[config.mk]
export PLATFORM = sky130hd
export DESIGN_NAME = uart_tx
export DESIGN_NICKNAME = d
export VERILOG_FILES = /design/src/rtl/uart_pkg.sv /design/src/rtl/uart_baud_cnt.sv /design/src/rtl/uart_tx.sv
export SDC_FILE = /design/constraint.sdc
export NUM_CORES = 1
export LEC_CHECK = 0
export BUFFER_PORTS_ARGS = -buffer_cell sky130_fd_sc_hd__buf_2
export CAP_MARGIN = 30
export CORE_UTILIZATION = 50
export DETAILED_ROUTE_END_ITERATION = 12
export GPL_TIMING_DRIVEN = 0
export MAX_ROUTING_LAYER = met4
export PLACE_DENSITY = 0.81
export REMOVE_ABC_BUFFERS = 1
export SLEW_MARGIN = 10
export SYNTH_ARGS = -nofsm -noshare
export SYNTH_HDL_FRONTEND = slang
export SYNTH_SLANG_ARGS = --single-unit
[constraint.sdc]
create_clock -name t_clk -period 1.66 [get_ports t_clk]
set_input_delay 0.249 -clock t_clk [delete_from_list [all_inputs] [get_ports t_clk]]
set_output_delay 0.249 -clock t_clk [all_outputs]
set_load 0.01 [all_outputs]
[src/rtl/uart_pkg.sv]
// Shared UART definitions: FSM state encoding and frame constants.
// Used by both the transmitter and the receiver.
package uart_pkg;

    typedef enum logic [2:0] {
        IDLE,
        START,
        DATA,
        PARITY,
        STOP
    } uart_state_t;

    localparam int unsigned UART_DATA_BITS    = 8;
    localparam logic        UART_IDLE_LEVEL   = 1'b1;
    localparam int unsigned UART_CLKS_PER_BIT = 8;

endpackage

[src/rtl/uart_baud_cnt.sv]
// Bit-period counter: counts 0..CLKS_PER_BIT-1 while enabled and flags the
// last cycle of each serial bit.
module uart_baud_cnt
    import uart_pkg::*;
#(
    parameter int unsigned CLKS_PER_BIT = UART_CLKS_PER_BIT
) (
    input  logic clk,
    input  logic reset,
    input  logic clear,
    input  logic enable,
    output logic bit_end
);

    localparam int unsigned          CW   = $clog2(CLKS_PER_BIT);
    localparam logic [CW-1:0]        LAST = CW'(CLKS_PER_BIT - 1);

    logic [CW-1:0] r_cnt;

    assign bit_end = enable && (r_cnt == LAST);

    always_ff @(posedge clk) begin
        if (reset || clear) begin
            r_cnt <= '0;
        end else if (enable) begin
            r_cnt <= bit_end ? '0 : r_cnt + 1'b1;
        end
    end

endmodule

[src/rtl/uart_tx.sv]
// 8-bit UART transmitter with a one-entry holding register: start bit,
// LSB-first data, optional parity, one stop bit; registered line output.
module uart_tx
    import uart_pkg::*;
#(
    parameter int unsigned CLKS_PER_BIT = UART_CLKS_PER_BIT,
    parameter int unsigned PARITY_EN    = 0,
    parameter int unsigned PARITY_ODD   = 0
) (
    input  logic       t_clk,
    input  logic       reset,
    input  logic [7:0] tx_data,
    input  logic       tx_valid,
    output logic       tx_ready,
    output logic       tx_out,
    output logic       tx_busy,
    output logic       tx_done
);

    localparam int unsigned IW       = $clog2(UART_DATA_BITS);
    localparam logic [IW-1:0] LAST_IDX = IW'(UART_DATA_BITS - 1);
    localparam logic        LP_PAR_EN  = (PARITY_EN != 0);
    localparam logic        LP_PAR_ODD = (PARITY_ODD != 0);

    uart_state_t r_state, w_state_next;

    logic [7:0]    r_hold;
    logic          r_hold_full;
    logic [7:0]    r_shift;
    logic [IW-1:0] r_index;
    logic          r_tx_out;
    logic          r_done;

    logic w_bit_end;
    logic w_accept;
    logic w_load;
    logic w_tx_next;
    logic w_done_next;

    uart_baud_cnt #(
        .CLKS_PER_BIT(CLKS_PER_BIT)
    ) u_baud (
        .clk    (t_clk),
        .reset  (reset),
        .clear  (r_state == IDLE),
        .enable (r_state != IDLE),
        .bit_end(w_bit_end)
    );

    assign w_accept = tx_valid && !r_hold_full;
    assign w_load   = r_hold_full &&
                      ((r_state == IDLE) || (r_state == STOP && w_bit_end));

    assign tx_ready = !r_hold_full;
    assign tx_busy  = (r_state != IDLE) || r_hold_full;
    assign tx_out   = r_tx_out;
    assign tx_done  = r_done;

    always_ff @(posedge t_clk) begin
        if (reset) begin
            r_state <= IDLE;
        end else begin
            r_state <= w_state_next;
        end
    end

    always_comb begin
        w_state_next = r_state;
        case (r_state)
            IDLE:   if (r_hold_full) w_state_next = START;
            START:  if (w_bit_end) w_state_next = DATA;
            DATA:   if (w_bit_end && r_index == LAST_IDX)
                        w_state_next = LP_PAR_EN ? PARITY : STOP;
            PARITY: if (w_bit_end) w_state_next = STOP;
            STOP:   if (w_bit_end) w_state_next = r_hold_full ? START : IDLE;
            default: w_state_next = IDLE;
        endcase
    end

    // Line level and done are computed from the current state and then
    // registered, so the pin lags the state by one cycle.
    always_comb begin
        w_tx_next   = UART_IDLE_LEVEL;
        w_done_next = 1'b0;
        case (r_state)
            START:  w_tx_next = 1'b0;
            DATA:   w_tx_next = r_shift[r_index];
            PARITY: w_tx_next = (^r_shift) ^ LP_PAR_ODD;
            STOP: begin
                w_tx_next   = 1'b1;
                w_done_next = w_bit_end;
            end
            default: w_tx_next = UART_IDLE_LEVEL;
        endcase
    end

    always_ff @(posedge t_clk) begin
        if (reset) begin
            r_hold      <= '0;
            r_hold_full <= 1'b0;
            r_shift     <= '0;
            r_index     <= '0;
            r_tx_out    <= UART_IDLE_LEVEL;
            r_done      <= 1'b0;
        end else begin
            r_tx_out <= w_tx_next;
            r_done   <= w_done_next;
            if (w_load) begin
                r_shift <= r_hold;
            end
            if (w_accept) begin
                r_hold      <= tx_data;
                r_hold_full <= 1'b1;
            end else if (w_load) begin
                r_hold_full <= 1'b0;
            end
            if (r_state == START) begin
                r_index <= '0;
            end else if (r_state == DATA && w_bit_end) begin
                r_index <= r_index + 1'b1;
            end
        end
    end

endmodule

==> results of run 1 <==
power groups by stage:
stage,Clock (mW),Sequential (mW),Combinational (mW)
2_1_floorplan,0,0.729,0.0918
3_3_place_gp,0,0.732,0.126
3_5_place_dp,0,0.734,0.131
4_1_cts,0.340,0.720,0.133
5_1_grt,0.371,0.727,0.150
6_report,0.331,0.722,0.135
placed cells by master, fill, tap and decap left out, types with 2 or more instances in the layout:
master                     synthesis  routed
sky130_fd_sc_hd__and2_1            2       2
sky130_fd_sc_hd__a21oi_1           2       2
sky130_fd_sc_hd__mux2_1            2       2
sky130_fd_sc_hd__nor3_1            4       3
sky130_fd_sc_hd__nand2_1           2       2
sky130_fd_sc_hd__nor3b_1           2       2
sky130_fd_sc_hd__clkbuf_4          0       3
sky130_fd_sc_hd__mux2i_1          18      18
sky130_fd_sc_hd__nor2_1           23      23
sky130_fd_sc_hd__ha_1              4       3
sky130_fd_sc_hd__buf_2             3      14
sky130_fd_sc_hd__xnor2_1           7       7
sky130_fd_sc_hd__dfxtp_1          28      28
cells in the mapped netlist:
library cell,instances,area share
sky130_fd_sc_hd__inv_2,1,0.0030
sky130_fd_sc_hd__dfxtp_1,28,0.46
sky130_fd_sc_hd__nand2b_1,2,0.010
sky130_fd_sc_hd__clkbuf_1,4,0.012
sky130_fd_sc_hd__nor4_1,1,0.0051
sky130_fd_sc_hd__xnor2_1,7,0.050
sky130_fd_sc_hd__or3b_1,1,0.0071
sky130_fd_sc_hd__and4bb_2,1,0.010
sky130_fd_sc_hd__and4b_1,1,0.0081
sky130_fd_sc_hd__or2_2,1,0.0051
sky130_fd_sc_hd__buf_2,3,0.012
sky130_fd_sc_hd__buf_8,1,0.012
sky130_fd_sc_hd__nor2_1,23,0.070
sky130_fd_sc_hd__mux2_1,2,0.018
sky130_fd_sc_hd__nor3_1,4,0.016
sky130_fd_sc_hd__o21ai_1,1,0.0041
sky130_fd_sc_hd__mux4_2,1,0.018
sky130_fd_sc_hd__xor2_1,1,0.0071
sky130_fd_sc_hd__a21oi_1,2,0.0081
sky130_fd_sc_hd__nand3b_1,1,0.0061
sky130_fd_sc_hd__a211o_1,1,0.0071
sky130_fd_sc_hd__and2_1,2,0.010
sky130_fd_sc_hd__o32a_1,1,0.0081
sky130_fd_sc_hd__nand2_1,2,0.0061
sky130_fd_sc_hd__nor3b_1,2,0.012
sky130_fd_sc_hd__nor2b_1,1,0.0051
sky130_fd_sc_hd__nand3_1,2,0.0081
sky130_fd_sc_hd__a31oi_1,1,0.0051
sky130_fd_sc_hd__inv_1,1,0.0030
sky130_fd_sc_hd__ha_1,4,0.041
sky130_fd_sc_hd__a311o_1,1,0.0081
sky130_fd_sc_hd__mux2i_1,18,0.15
routing by layer:
layer  part of all wire  track usage
met3              0.047      0.06140
met5                  0            -
met1               0.44       0.1928
met4              0.014      0.05405
met2               0.50       0.3009
worst max-delay path: cells and delay by family (launching register included):
| family | cells | cell delay (ns) |
|---|---|---|
| AOI/OAI and AO/OA | 2 | 0.53 |
| DFF | 1 | 0.45 |
| muxes | 1 | 0.52 |
timing repair:
action | in CTS | in global routing
hold endpoints to repair | 0 | 0
endpoints found under the setup margin | 10 | 16
cloned | 0 | 1
gates resized for setup | 2 | 4
state kept, by name, summed over array words and instances, names as in the netlist:
register	count
r_hold	8
r_hold_full	1
r_index	3
r_shift	8
r_state	3
tx_done	1
tx_out	1
u_baud.r_cnt	3
layout make-up:
| class | count | area (um2) |
|---|---|---|
| Multi-Input combinational cell | 85 | 651.9 |
| Sequential cell | 28 | 560.5 |
| Fill cell | 204 | 893.4 |
| Tap cell | 28 | 35.03 |
| Inverter | 2 | 7.507 |
| Timing Repair Buffer | 14 | 70.07 |
| Clock buffer | 4 | 36.28 |
kinds of logic (layout without fill, tap and decap cells):
family / Yosys count / in the layout / synth area share
simple gates: 44 / 45 / 0.1801
flops: 28 / 28 / 0.4557
mux: 21 / 21 / 0.1831
buf+inv: 10 / 20 / 0.04271
xor+xnor: 8 / 8 / 0.05697
compound gates: 7 / 7 / 0.04069
fa+ha+maj: 4 / 4 / 0.04069
path summary, 6_finish.rpt:
path	to	slack [ns]	cells after the start
max reg2reg	tx_out$_SDFF_PP1_	0.07	3
min	r_hold[0]$_SDFFE_PP0P_	0.14	3
min reg2reg	u_baud.r_cnt[0]$_SDFFE_PP0P_	0.45	1
max	tx_out$_SDFF_PP1_	0.07	3
==> metrics.txt, run 1 <==
# TYPE chip_impl_metric gauge
chip_impl_info{name="run_status",value="finished, final reports clean"} 1
chip_impl_metric{name="antenna_found_initial",unit=""} 0
chip_impl_metric{name="cp.arrival",unit="ns"} 1.83
chip_impl_metric{name="power_dens_cells",unit="mW/mm2"} 872.8
chip_impl_metric{name="clkSlewWorstSetupHoldPaths",unit="ns"} 0.14
chip_impl_metric{name="drt-vias-per-instance",unit=""} 5.391
chip_impl_metric{name="maximum_number_of_pins_on_one_net_before_global_route_repair",unit=""} 26
chip_impl_info{name="worstSetupEndpointType",value="flop"} 1
chip_impl_metric{name="cts.repair_timing.setup_buffer_count",unit=""} 0
chip_impl_metric{name="drt-wirelength-per-cell",unit="um"} 12.35
chip_impl_metric{name="drive_above_1_share",unit=""} 0.2105
chip_impl_metric{name="timing.max_cap.violations",unit=""} 0
chip_impl_info{name="cp-start-kind",value="flop"} 1
chip_impl_info{name="tritoncts",value="done"} 1
chip_impl_info{name="critPathLaunch",value="r_index[0]$_SDFFE_PP0P_"} 1
chip_impl_metric{name="tritoncts_num_sinks",unit=""} 28
chip_impl_metric{name="dp_cells",unit=""} 156
chip_impl_metric{name="layoutNonFillerInstCount",unit=""} 161
chip_impl_metric{name="cts-htree-levels",unit=""} 1
chip_impl_metric{name="global_route.usage.total",unit=""} 0.1765
chip_impl_metric{name="grt_first_pass_wirelength",unit="mm"} 3.367
chip_impl_metric{name="synth.avg_cell_area",unit="um2"} 10.08
chip_impl_info{name="r2r_start",value="r_index[0]$_SDFFE_PP0P_"} 1
chip_impl_metric{name="drt_drc_violations_left",unit=""} 0
chip_impl_metric{name="die_w",unit="um"} 51.60
chip_impl_metric{name="coreArea",unit="mm2"} 0.002255
chip_impl_metric{name="internal_power",unit="uW"} 900.2
chip_impl_metric{name="min_period_over_period",unit=""} 0.9568
chip_impl_metric{name="io_buffer_count",unit=""} 14
chip_impl_metric{name="synth_sequential_area_ratio",unit=""} 0.4557
chip_impl_metric{name="pwr-share-comb",unit=""} 0.114
chip_impl_metric{name="detailed_place_hpwl",unit="mm"} 1.406
chip_impl_metric{name="top_level_ports",unit=""} 15
chip_impl_info{name="timing_worst_setup_path_type",value="reg2reg"} 1
chip_impl_metric{name="leakage",unit="nW"} 0.6067
chip_impl_metric{name="syn2layout_area_growth",unit="%"} 10.68
chip_impl_info{name="standard_cell_with_the_maximum_stage_delay_on_the_critical_path",value="sky130_fd_sc_hd__mux4_2"} 1
chip_impl_metric{name="synthesis.yosys.warnings",unit=""} 0
chip_impl_metric{name="power.share.clock",unit=""} 0.279
chip_impl_metric{name="chipHeight",unit="um"} 51.60
chip_impl_info{name="critical_path.cell_chain",value="mux4_2, a211o_1, a311o_1"} 1
chip_impl_metric{name="syn-cell-area",unit="mm2"} 0.001230
chip_impl_metric{name="max_clock_freq",unit="GHz"} 0.6296
chip_impl_metric{name="drt_pass_1_iters",unit=""} 4
chip_impl_metric{name="vdd_drop_max",unit="mV"} 0.7506
chip_impl_metric{name="routed_wl",unit="mm"} 1.988
chip_impl_metric{name="power.switching_fraction",unit=""} 0.2424
chip_impl_metric{name="setup_violations",unit=""} 0
chip_impl_metric{name="antenna-diode-count",unit=""} 0
chip_impl_metric{name="detail_route.iter0.violations",unit=""} 14
chip_impl_metric{name="final_critical_path_setup_slack",unit="ns"} 0.07177
chip_impl_metric{name="finalHoldViolCount",unit=""} 0
chip_impl_info{name="timing.hold.worst.start",value="tx_data[0]"} 1
chip_impl_metric{name="utilization",unit=""} 0.6038
chip_impl_metric{name="clock-skew-final",unit="ns"} 0.004875
chip_impl_metric{name="clock_tree.buffer_depth",unit=""} 2
chip_impl_metric{name="first_global_vias",unit=""} 817
chip_impl_metric{name="core.rowCount",unit=""} 17
chip_impl_metric{name="gp_congestion",unit=""} 0.6998
chip_impl_metric{name="grt-ovfl-total",unit=""} 0
chip_impl_metric{name="final_cell_area",unit="mm2"} 0.001361
chip_impl_metric{name="netSwitchingPower",unit="uW"} 288.0
chip_impl_metric{name="route.vias.total",unit=""} 868
chip_impl_metric{name="dpl_cell_area",unit="mm2"} 0.001290
chip_impl_metric{name="die_area",unit="mm2"} 0.002662
chip_impl_metric{name="setup_total_negative_slack",unit="ns"} 0
chip_impl_info{name="rsz0062_at_grt",value="no"} 1
chip_impl_metric{name="min_period",unit="ns"} 1.588
chip_impl_metric{name="report.final.slew_viol_count",unit=""} 0
chip_impl_metric{name="crit_path_max_fanout",unit=""} 5
chip_impl_metric{name="relSlewSlack",unit=""} 0.6426
chip_impl_metric{name="post-layout-total-power",unit="mW"} 1.188
chip_impl_metric{name="seq_power_share",unit=""} 0.608
chip_impl_metric{name="yosys_register_bits",unit=""} 28
chip_impl_metric{name="tightest_slew",unit="ns"} 0.5337
chip_impl_metric{name="critical_path.max_stage_delay",unit="ns"} 0.52
chip_impl_metric{name="finalNetCount",unit=""} 149
chip_impl_metric{name="cts-buffers-inserted",unit=""} 3
chip_impl_metric{name="cts.hold.buffers_added",unit=""} 0
chip_impl_metric{name="initial_utilization",unit=""} 0.5455
chip_impl_metric{name="clkLatencyLatePin",unit="ns"} 0.33
chip_impl_metric{name="cp.required",unit="ns"} 1.90
chip_impl_metric{name="pre_cts_ws",unit="ns"} -0.2196
chip_impl_metric{name="synth_cell_type_count",unit=""} 32
chip_impl_info{name="cts-root-buf",value="sky130_fd_sc_hd__clkbuf_4"} 1
chip_impl_metric{name="fin_worst_hold_slack",unit="ns"} 0.1405
chip_impl_info{name="min_path_type",value="in2reg"} 1
chip_impl_metric{name="syn_inst",unit=""} 122
chip_impl_metric{name="antenna_left",unit=""} 0
Power figures use the tool's default switching activity.
==> run 2: changes to the inputs <==
--- a/config.mk
+++ b/config.mk
@@ -7,11 +7,11 @@
 export LEC_CHECK = 0
 export BUFFER_PORTS_ARGS = -buffer_cell sky130_fd_sc_hd__buf_2
 export CAP_MARGIN = 30
-export CORE_UTILIZATION = 50
+export CORE_UTILIZATION = 30
 export DETAILED_ROUTE_END_ITERATION = 12
 export GPL_TIMING_DRIVEN = 0
 export MAX_ROUTING_LAYER = met4
-export PLACE_DENSITY = 0.81
+export PLACE_DENSITY = 0.56
 export REMOVE_ABC_BUFFERS = 1
 export SLEW_MARGIN = 10
 export SYNTH_ARGS = -nofsm -noshare
==> run 2 against run 1 <==
Compared with the run above: critical endpoint unchanged; register-to-register slack improved by 0.05 ns; sequential power barely moved; largest cell class unchanged; maximum frequency grew 3.2%; global-route usage is 6.5 points lower; clock power increased by 5%; die area is 64% higher; sequential share of layout area shrank 0.98 points; via count increased by 0.35%; largest power group unchanged; sequential cell count is the same; highest routed layer unchanged.
==> metrics.txt, run 2 (synthesis results as in run 1) <==
# TYPE chip_impl_metric gauge
chip_impl_metric{name="finalHoldViolCount",unit=""} 0
chip_impl_metric{name="maximum_number_of_pins_on_one_net_before_global_route_repair",unit=""} 26
chip_impl_metric{name="leakage",unit="nW"} 0.6109
chip_impl_metric{name="cts.repair_timing.setup_buffer_count",unit=""} 0
chip_impl_metric{name="setup_violations",unit=""} 0
chip_impl_metric{name="drt-vias-per-instance",unit=""} 4.812
chip_impl_metric{name="min_period",unit="ns"} 1.539
chip_impl_info{name="r2r_start",value="r_index[0]$_SDFFE_PP0P_"} 1
chip_impl_metric{name="timing.max_cap.violations",unit=""} 0
chip_impl_metric{name="core.rowCount",unit=""} 22
chip_impl_info{name="worstSetupEndpointType",value="flop"} 1
chip_impl_info{name="cp-start-kind",value="flop"} 1
chip_impl_metric{name="cp.arrival",unit="ns"} 1.70
chip_impl_info{name="cts-root-buf",value="sky130_fd_sc_hd__clkbuf_8"} 1
chip_impl_metric{name="die_area",unit="mm2"} 0.004360
chip_impl_metric{name="report.final.slew_viol_count",unit=""} 0
chip_impl_metric{name="clkSlewWorstSetupHoldPaths",unit="ns"} 0.08
chip_impl_metric{name="clock-skew-final",unit="ns"} 0.001417
chip_impl_metric{name="grt-ovfl-total",unit=""} 0
chip_impl_metric{name="clock_tree.buffer_depth",unit=""} 2
chip_impl_metric{name="drt_pass_1_iters",unit=""} 4
chip_impl_metric{name="clkLatencyLatePin",unit="ns"} 0.26
chip_impl_metric{name="cp.required",unit="ns"} 1.82
chip_impl_metric{name="routed_wl",unit="mm"} 2.149
chip_impl_metric{name="drt-wirelength-per-cell",unit="um"} 11.87
chip_impl_metric{name="top_level_ports",unit=""} 15
chip_impl_metric{name="cts-buffers-inserted",unit=""} 3
chip_impl_metric{name="min_period_over_period",unit=""} 0.9274
chip_impl_metric{name="cts-htree-levels",unit=""} 1
chip_impl_metric{name="io_buffer_count",unit=""} 14
chip_impl_metric{name="syn2layout_area_growth",unit="%"} 13.63
chip_impl_metric{name="fin_worst_hold_slack",unit="ns"} 0.2183
chip_impl_metric{name="global_route.usage.total",unit=""} 0.1110
chip_impl_metric{name="antenna_left",unit=""} 0
chip_impl_metric{name="final_cell_area",unit="mm2"} 0.001398
chip_impl_metric{name="critPathBufInv",unit=""} 0
chip_impl_metric{name="detail_route.iter0.violations",unit=""} 51
chip_impl_metric{name="crit_path_max_fanout",unit=""} 5
chip_impl_metric{name="tightest_slew",unit="ns"} 0.4573
chip_impl_metric{name="pre_cts_ws",unit="ns"} -0.2564
chip_impl_info{name="layout_commonest_cell",value="sky130_fd_sc_hd__dfxtp_1"} 1
chip_impl_info{name="timing.hold.worst.start",value="tx_data[3]"} 1
chip_impl_info{name="commonest_non_fill_non_tap_cells_in_the_layout",value="27 x sky130_fd_sc_hd__dfxtp_1, 23 x sky130_fd_sc_hd__nor2_1, 18 x sky130_fd_sc_hd__mux2i_1, 14 x sky130_fd_sc_hd__buf_2, 7 x sky130_fd_sc_hd__xnor2_1"} 1
chip_impl_metric{name="grt_first_pass_wirelength",unit="mm"} 3.650
chip_impl_info{name="rsz0062_at_grt",value="no"} 1
chip_impl_metric{name="vdd_drop_max",unit="mV"} 0.4701
chip_impl_metric{name="first_global_vias",unit=""} 826
chip_impl_info{name="critical-path-top-delay-family",value="compound AO/OA/AOI/OAI gates"} 1
chip_impl_info{name="critPathLaunch",value="r_index[0]$_SDFFE_PP0P_"} 1
chip_impl_metric{name="post-layout-total-power",unit="mW"} 1.207
chip_impl_info{name="critical_path.cell_chain",value="mux4_2, a211o_1, a311o_1"} 1
chip_impl_info{name="run_status",value="finished, final reports clean"} 1
chip_impl_metric{name="tritoncts_num_sinks",unit=""} 28
chip_impl_metric{name="cts.hold.buffers_added",unit=""} 0
chip_impl_metric{name="finalNetCount",unit=""} 150
chip_impl_metric{name="max_clock_freq",unit="GHz"} 0.6496
chip_impl_metric{name="power_dens_cells",unit="mW/mm2"} 863.3
chip_impl_info{name="timing_worst_setup_path_type",value="reg2reg"} 1
chip_impl_metric{name="die_w",unit="um"} 66.03
chip_impl_metric{name="final_critical_path_setup_slack",unit="ns"} 0.1205
chip_impl_metric{name="chipHeight",unit="um"} 66.03
chip_impl_info{name="min_path_type",value="in2reg"} 1
chip_impl_metric{name="route.vias.total",unit=""} 871
chip_impl_metric{name="coreArea",unit="mm2"} 0.003799
chip_impl_metric{name="antenna-diode-count",unit=""} 0
chip_impl_metric{name="antenna_found_initial",unit=""} 0
chip_impl_metric{name="critical_path.max_stage_delay",unit="ns"} 0.51
chip_impl_info{name="tritoncts",value="done"} 1
chip_impl_info{name="biggestRegsByFlops",value="r_hold (8), r_shift (8)"} 1
chip_impl_metric{name="dpl_cell_area",unit="mm2"} 0.001315
chip_impl_info{name="standard_cell_with_the_maximum_stage_delay_on_the_critical_path",value="sky130_fd_sc_hd__mux4_2"} 1
chip_impl_metric{name="initial_utilization",unit=""} 0.3238
chip_impl_metric{name="drive_above_1_share",unit=""} 0.2030
chip_impl_metric{name="detailed_place_hpwl",unit="mm"} 1.478
chip_impl_metric{name="relSlewSlack",unit=""} 0.6951
chip_impl_metric{name="gp_congestion",unit=""} 0.7720
chip_impl_metric{name="drt_drc_violations_left",unit=""} 0
## run 2: cell count changes in the layout (fill, tap and decap cells not counted), sizes merged
| cell | delta |
|---|---|
| clkbuf | -1 |
| buf | +1 |
## run 2: power breakdown
group / internal, mW / total (mW) / switching [mW]
clock network: 0.162 / 0.347 / 0.184
registers: 0.697 / 0.721 / 0.0231
logic: 0.0685 / 0.140 / 0.0710
## run 2: layout make-up
type                    instances  area, um2
fillers                       394       2401
multi-input cells              85      649.4
flip-flops and latches         28      561.8
repair buffers                 15      77.57
well taps                      48      60.06
clock buffers                   3      41.29
inverters                       2      7.507
## run 2: final timing paths
path | to | slack (ns) | cells past startpoint
worst min register to register | u_baud.r_cnt[0]$_SDFFE_PP0P_ | 0.45 | 1
worst min-delay path | r_hold[3]$_SDFFE_PP0P_ | 0.22 | 3
worst max-delay path | tx_out$_SDFF_PP1_ | 0.12 | 3
worst max register to register | tx_out$_SDFF_PP1_ | 0.12 | 3
## run 2: per-layer routing
layer | up-vias | wire [um] | GRT usage
met2 | 23 | 949 | 0.1798
met3 | 2 | 95 | 0.03621
li1 | 444 | - | -
met4 | 0 | 14 | 0.01596
met1 | 402 | 1089 | 0.1375
met5 | - | 0 | -
## run 2: per-stage QoR
stage                     TNS (ns)  utilization  cells
after floorplan                  0            -    114
after global placement      -1.899       0.3462    176
after detailed placement    -2.099       0.3462    176
after CTS                        0       0.3603    179
after global routing             0       0.3679    181
final                            0       0.3679    181
## run 2: repair_timing
action                                  CTS  global route
endpoints found under the hold margin     0             0
gates resized for setup                   2             4
cloned                                    0             1
endpoints found under the setup margin   10            10
## run 2: tightest hold or removal path, delay by kind of cell
kind | cells | cell delay [ns]
and+or+nand+nor | 1 | 0.07
buffers and inverters | 1 | 0.08
muxes | 1 | 0.05
==> run 3: changes to the inputs <==
--- a/config.mk
+++ b/config.mk
@@ -5,7 +5,7 @@
 export SDC_FILE = /design/constraint.sdc
 export NUM_CORES = 1
 export LEC_CHECK = 0
-export BUFFER_PORTS_ARGS = -buffer_cell sky130_fd_sc_hd__buf_2
+export BUFFER_PORTS_ARGS = -buffer_cell sky130_fd_sc_hd__buf_4
 export CAP_MARGIN = 30
 export CORE_UTILIZATION = 30
 export DETAILED_ROUTE_END_ITERATION = 12
==> run 3 against run 2 <==
Compared with the run above: combinational power is 9% higher; clock power is 19% higher; first-iteration DRC count is 22% lower; non-clock buffer count stayed put; largest power group unchanged; clock-buffer cell count is 1 higher.
==> metrics.txt, run 3 (synthesis results as in run 1) <==
# TYPE chip_impl_metric gauge
chip_impl_metric{name="setup_violations",unit=""} 0
chip_impl_metric{name="vdd_drop_max",unit="mV"} 0.4756
chip_impl_metric{name="drt_pass_1_iters",unit=""} 4
chip_impl_metric{name="route.vias.total",unit=""} 875
chip_impl_metric{name="core.rowCount",unit=""} 22
chip_impl_info{name="standard_cell_with_the_maximum_stage_delay_on_the_critical_path",value="sky130_fd_sc_hd__mux4_2"} 1
chip_impl_info{name="run_status",value="finished, final reports clean"} 1
chip_impl_metric{name="initial_utilization",unit=""} 0.3238
chip_impl_metric{name="fin_worst_hold_slack",unit="ns"} 0.2057
chip_impl_metric{name="report.final.slew_viol_count",unit=""} 0
chip_impl_metric{name="clock-skew-final",unit="ns"} 0.004707
chip_impl_info{name="min_path_type",value="in2reg"} 1
chip_impl_metric{name="first_global_vias",unit=""} 848
chip_impl_metric{name="grt-ovfl-total",unit=""} 0
chip_impl_metric{name="die_area",unit="mm2"} 0.004360
chip_impl_metric{name="die_w",unit="um"} 66.03
chip_impl_info{name="biggestRegsByFlops",value="r_hold (8), r_shift (8)"} 1
chip_impl_metric{name="met3WireLength",unit="um"} 108
chip_impl_metric{name="pre_cts_ws",unit="ns"} -0.2703
chip_impl_metric{name="relSlewSlack",unit=""} 0.7140
chip_impl_info{name="cts-root-buf",value="sky130_fd_sc_hd__clkbuf_8"} 1
chip_impl_metric{name="top_level_ports",unit=""} 15
chip_impl_metric{name="met1Wirelength",unit="mm"} 1.091
chip_impl_metric{name="final_critical_path_setup_slack",unit="ns"} 0.08579
chip_impl_metric{name="cp.arrival",unit="ns"} 1.73
chip_impl_info{name="layout_commonest_cell",value="sky130_fd_sc_hd__dfxtp_1"} 1
chip_impl_metric{name="critical_path.max_stage_delay",unit="ns"} 0.53
chip_impl_metric{name="antenna_found_initial",unit=""} 0
chip_impl_metric{name="tightest_slew",unit="ns"} 0.4274
chip_impl_metric{name="cts-buffers-inserted",unit=""} 3
chip_impl_metric{name="cts.hold.buffers_added",unit=""} 0
chip_impl_metric{name="timing.max_cap.violations",unit=""} 0
chip_impl_metric{name="global_route.usage.total",unit=""} 0.1201
chip_impl_metric{name="drt-wirelength-per-cell",unit="um"} 12.25
chip_impl_metric{name="min_period",unit="ns"} 1.574
chip_impl_metric{name="chipHeight",unit="um"} 66.03
chip_impl_metric{name="max_clock_freq",unit="GHz"} 0.6352
chip_impl_info{name="cp-start-kind",value="flop"} 1
chip_impl_metric{name="antenna_left",unit=""} 0
chip_impl_metric{name="routed_wl",unit="mm"} 2.230
chip_impl_info{name="commonest_non_fill_non_tap_cells_in_the_layout",value="27 x sky130_fd_sc_hd__dfxtp_1, 23 x sky130_fd_sc_hd__nor2_1, 18 x sky130_fd_sc_hd__mux2i_1, 15 x sky130_fd_sc_hd__buf_4, 7 x sky130_fd_sc_hd__xnor2_1"} 1
chip_impl_metric{name="coreArea",unit="mm2"} 0.003799
chip_impl_metric{name="cp.required",unit="ns"} 1.82
chip_impl_metric{name="clkSlewWorstSetupHoldPaths",unit="ns"} 0.09
chip_impl_metric{name="detailed_place_hpwl",unit="mm"} 1.522
chip_impl_metric{name="clock_tree.buffer_depth",unit=""} 2
chip_impl_metric{name="cts-htree-levels",unit=""} 1
chip_impl_metric{name="multiInputGateArea",unit="um2"} 656.9
chip_impl_info{name="worstSetupEndpointType",value="flop"} 1
chip_impl_metric{name="grt_first_pass_wirelength",unit="mm"} 3.884
chip_impl_info{name="tritoncts",value="done"} 1
chip_impl_metric{name="leakage",unit="nW"} 0.6319
chip_impl_metric{name="gp_congestion",unit=""} 0.7728
chip_impl_metric{name="fill_cells",unit=""} 395
chip_impl_info{name="critical_path.cell_chain",value="mux4_2, a211o_1, a311o_1"} 1
chip_impl_metric{name="drive_above_1_share",unit=""} 0.2164
chip_impl_metric{name="antenna-diode-count",unit=""} 0
chip_impl_metric{name="clkLatencyLatePin",unit="ns"} 0.27
chip_impl_info{name="timing_worst_setup_path_type",value="reg2reg"} 1
chip_impl_metric{name="met2RoutedLength",unit="mm"} 1.012
chip_impl_metric{name="io_buffer_count",unit=""} 14
chip_impl_metric{name="finalHoldViolCount",unit=""} 0
chip_impl_metric{name="detail_route.iter0.violations",unit=""} 40
chip_impl_metric{name="crit_path_max_fanout",unit=""} 5
chip_impl_metric{name="syn2layout_area_growth",unit="%"} 18.21
chip_impl_metric{name="cts.repair_timing.setup_buffer_count",unit=""} 0
chip_impl_metric{name="min_period_over_period",unit=""} 0.9483
chip_impl_metric{name="drt_drc_violations_left",unit=""} 0
chip_impl_info{name="highest_layer",value="met4"} 1
chip_impl_metric{name="ff_latch_area",unit="um2"} 561.8
chip_impl_metric{name="tritoncts_num_sinks",unit=""} 28
chip_impl_metric{name="power_dens_cells",unit="mW/mm2"} 885.4
chip_impl_info{name="rsz0062_at_grt",value="no"} 1
chip_impl_metric{name="maximum_number_of_pins_on_one_net_before_global_route_repair",unit=""} 26
chip_impl_metric{name="drt-vias-per-instance",unit=""} 4.808
chip_impl_metric{name="finalNetCount",unit=""} 150
[run 3: report_power, final]
group | total (mW) | internal (mW) | leakage [nW] | switching [mW]
clock | 0.414 | 0.212 | 0.0288 | 0.202
sequential | 0.722 | 0.697 | 0.228 | 0.0241
combinational | 0.152 | 0.0800 | 0.375 | 0.0719
[run 3: worst paths after layout]
path                                  endpoint  cells after the start  slack, ns                    startpoint
setup / recovery             tx_out$_SDFF_PP1_                      3       0.09       r_index[0]$_SDFFE_PP0P_
hold / removal          r_hold[3]$_SDFFE_PP0P_                      3       0.21                    tx_data[3]
setup reg to reg             tx_out$_SDFF_PP1_                      3       0.09       r_index[0]$_SDFFE_PP0P_
hold reg to reg   u_baud.r_cnt[0]$_SDFFE_PP0P_                      1       0.44  u_baud.r_cnt[0]$_SDFFE_PP0P_
[run 3: worst max-delay path, delay by kind of cell (launching register included)]
family,cells,cell delay [ns]
AOI/OAI and AO/OA,2,0.53
DFF,1,0.40
muxes,1,0.53
[run 3: final cells by class]
type	instances	area share
sequential	28	0.3864
multi-input combinational	85	0.4518
clock buffer	4	0.03787
inverter	2	0.005164
tap	48	0.04131
timing repair buffer	15	0.07745
[run 3: metal layers]
layer | global-route usage | up-vias
met5 | - | -
met4 | 0.02394 | 0
met3 | 0.04310 | 2
met2 | 0.1977 | 18
met1 | 0.1411 | 411
li1 | - | 444
[run 3: timing repair]
item,CTS,global route
cloned,0,1
endpoints found under the setup margin,11,10
resized for setup,3,4
[run 3: stage by stage]
step,total power [mW],area (um2),cells,util,TNS (ns)
2_1_floorplan,0.8210,1185,114,-,0
3_5_place_dp,0.8792,1350,176,0.3554,-2.320
4_1_cts,1.295,1419,180,0.3735,0
5_1_grt,1.360,1454,182,0.3827,0
6_report,1.287,1454,182,0.3827,0
3_3_place_gp,0.8729,1350,176,0.3554,-1.934
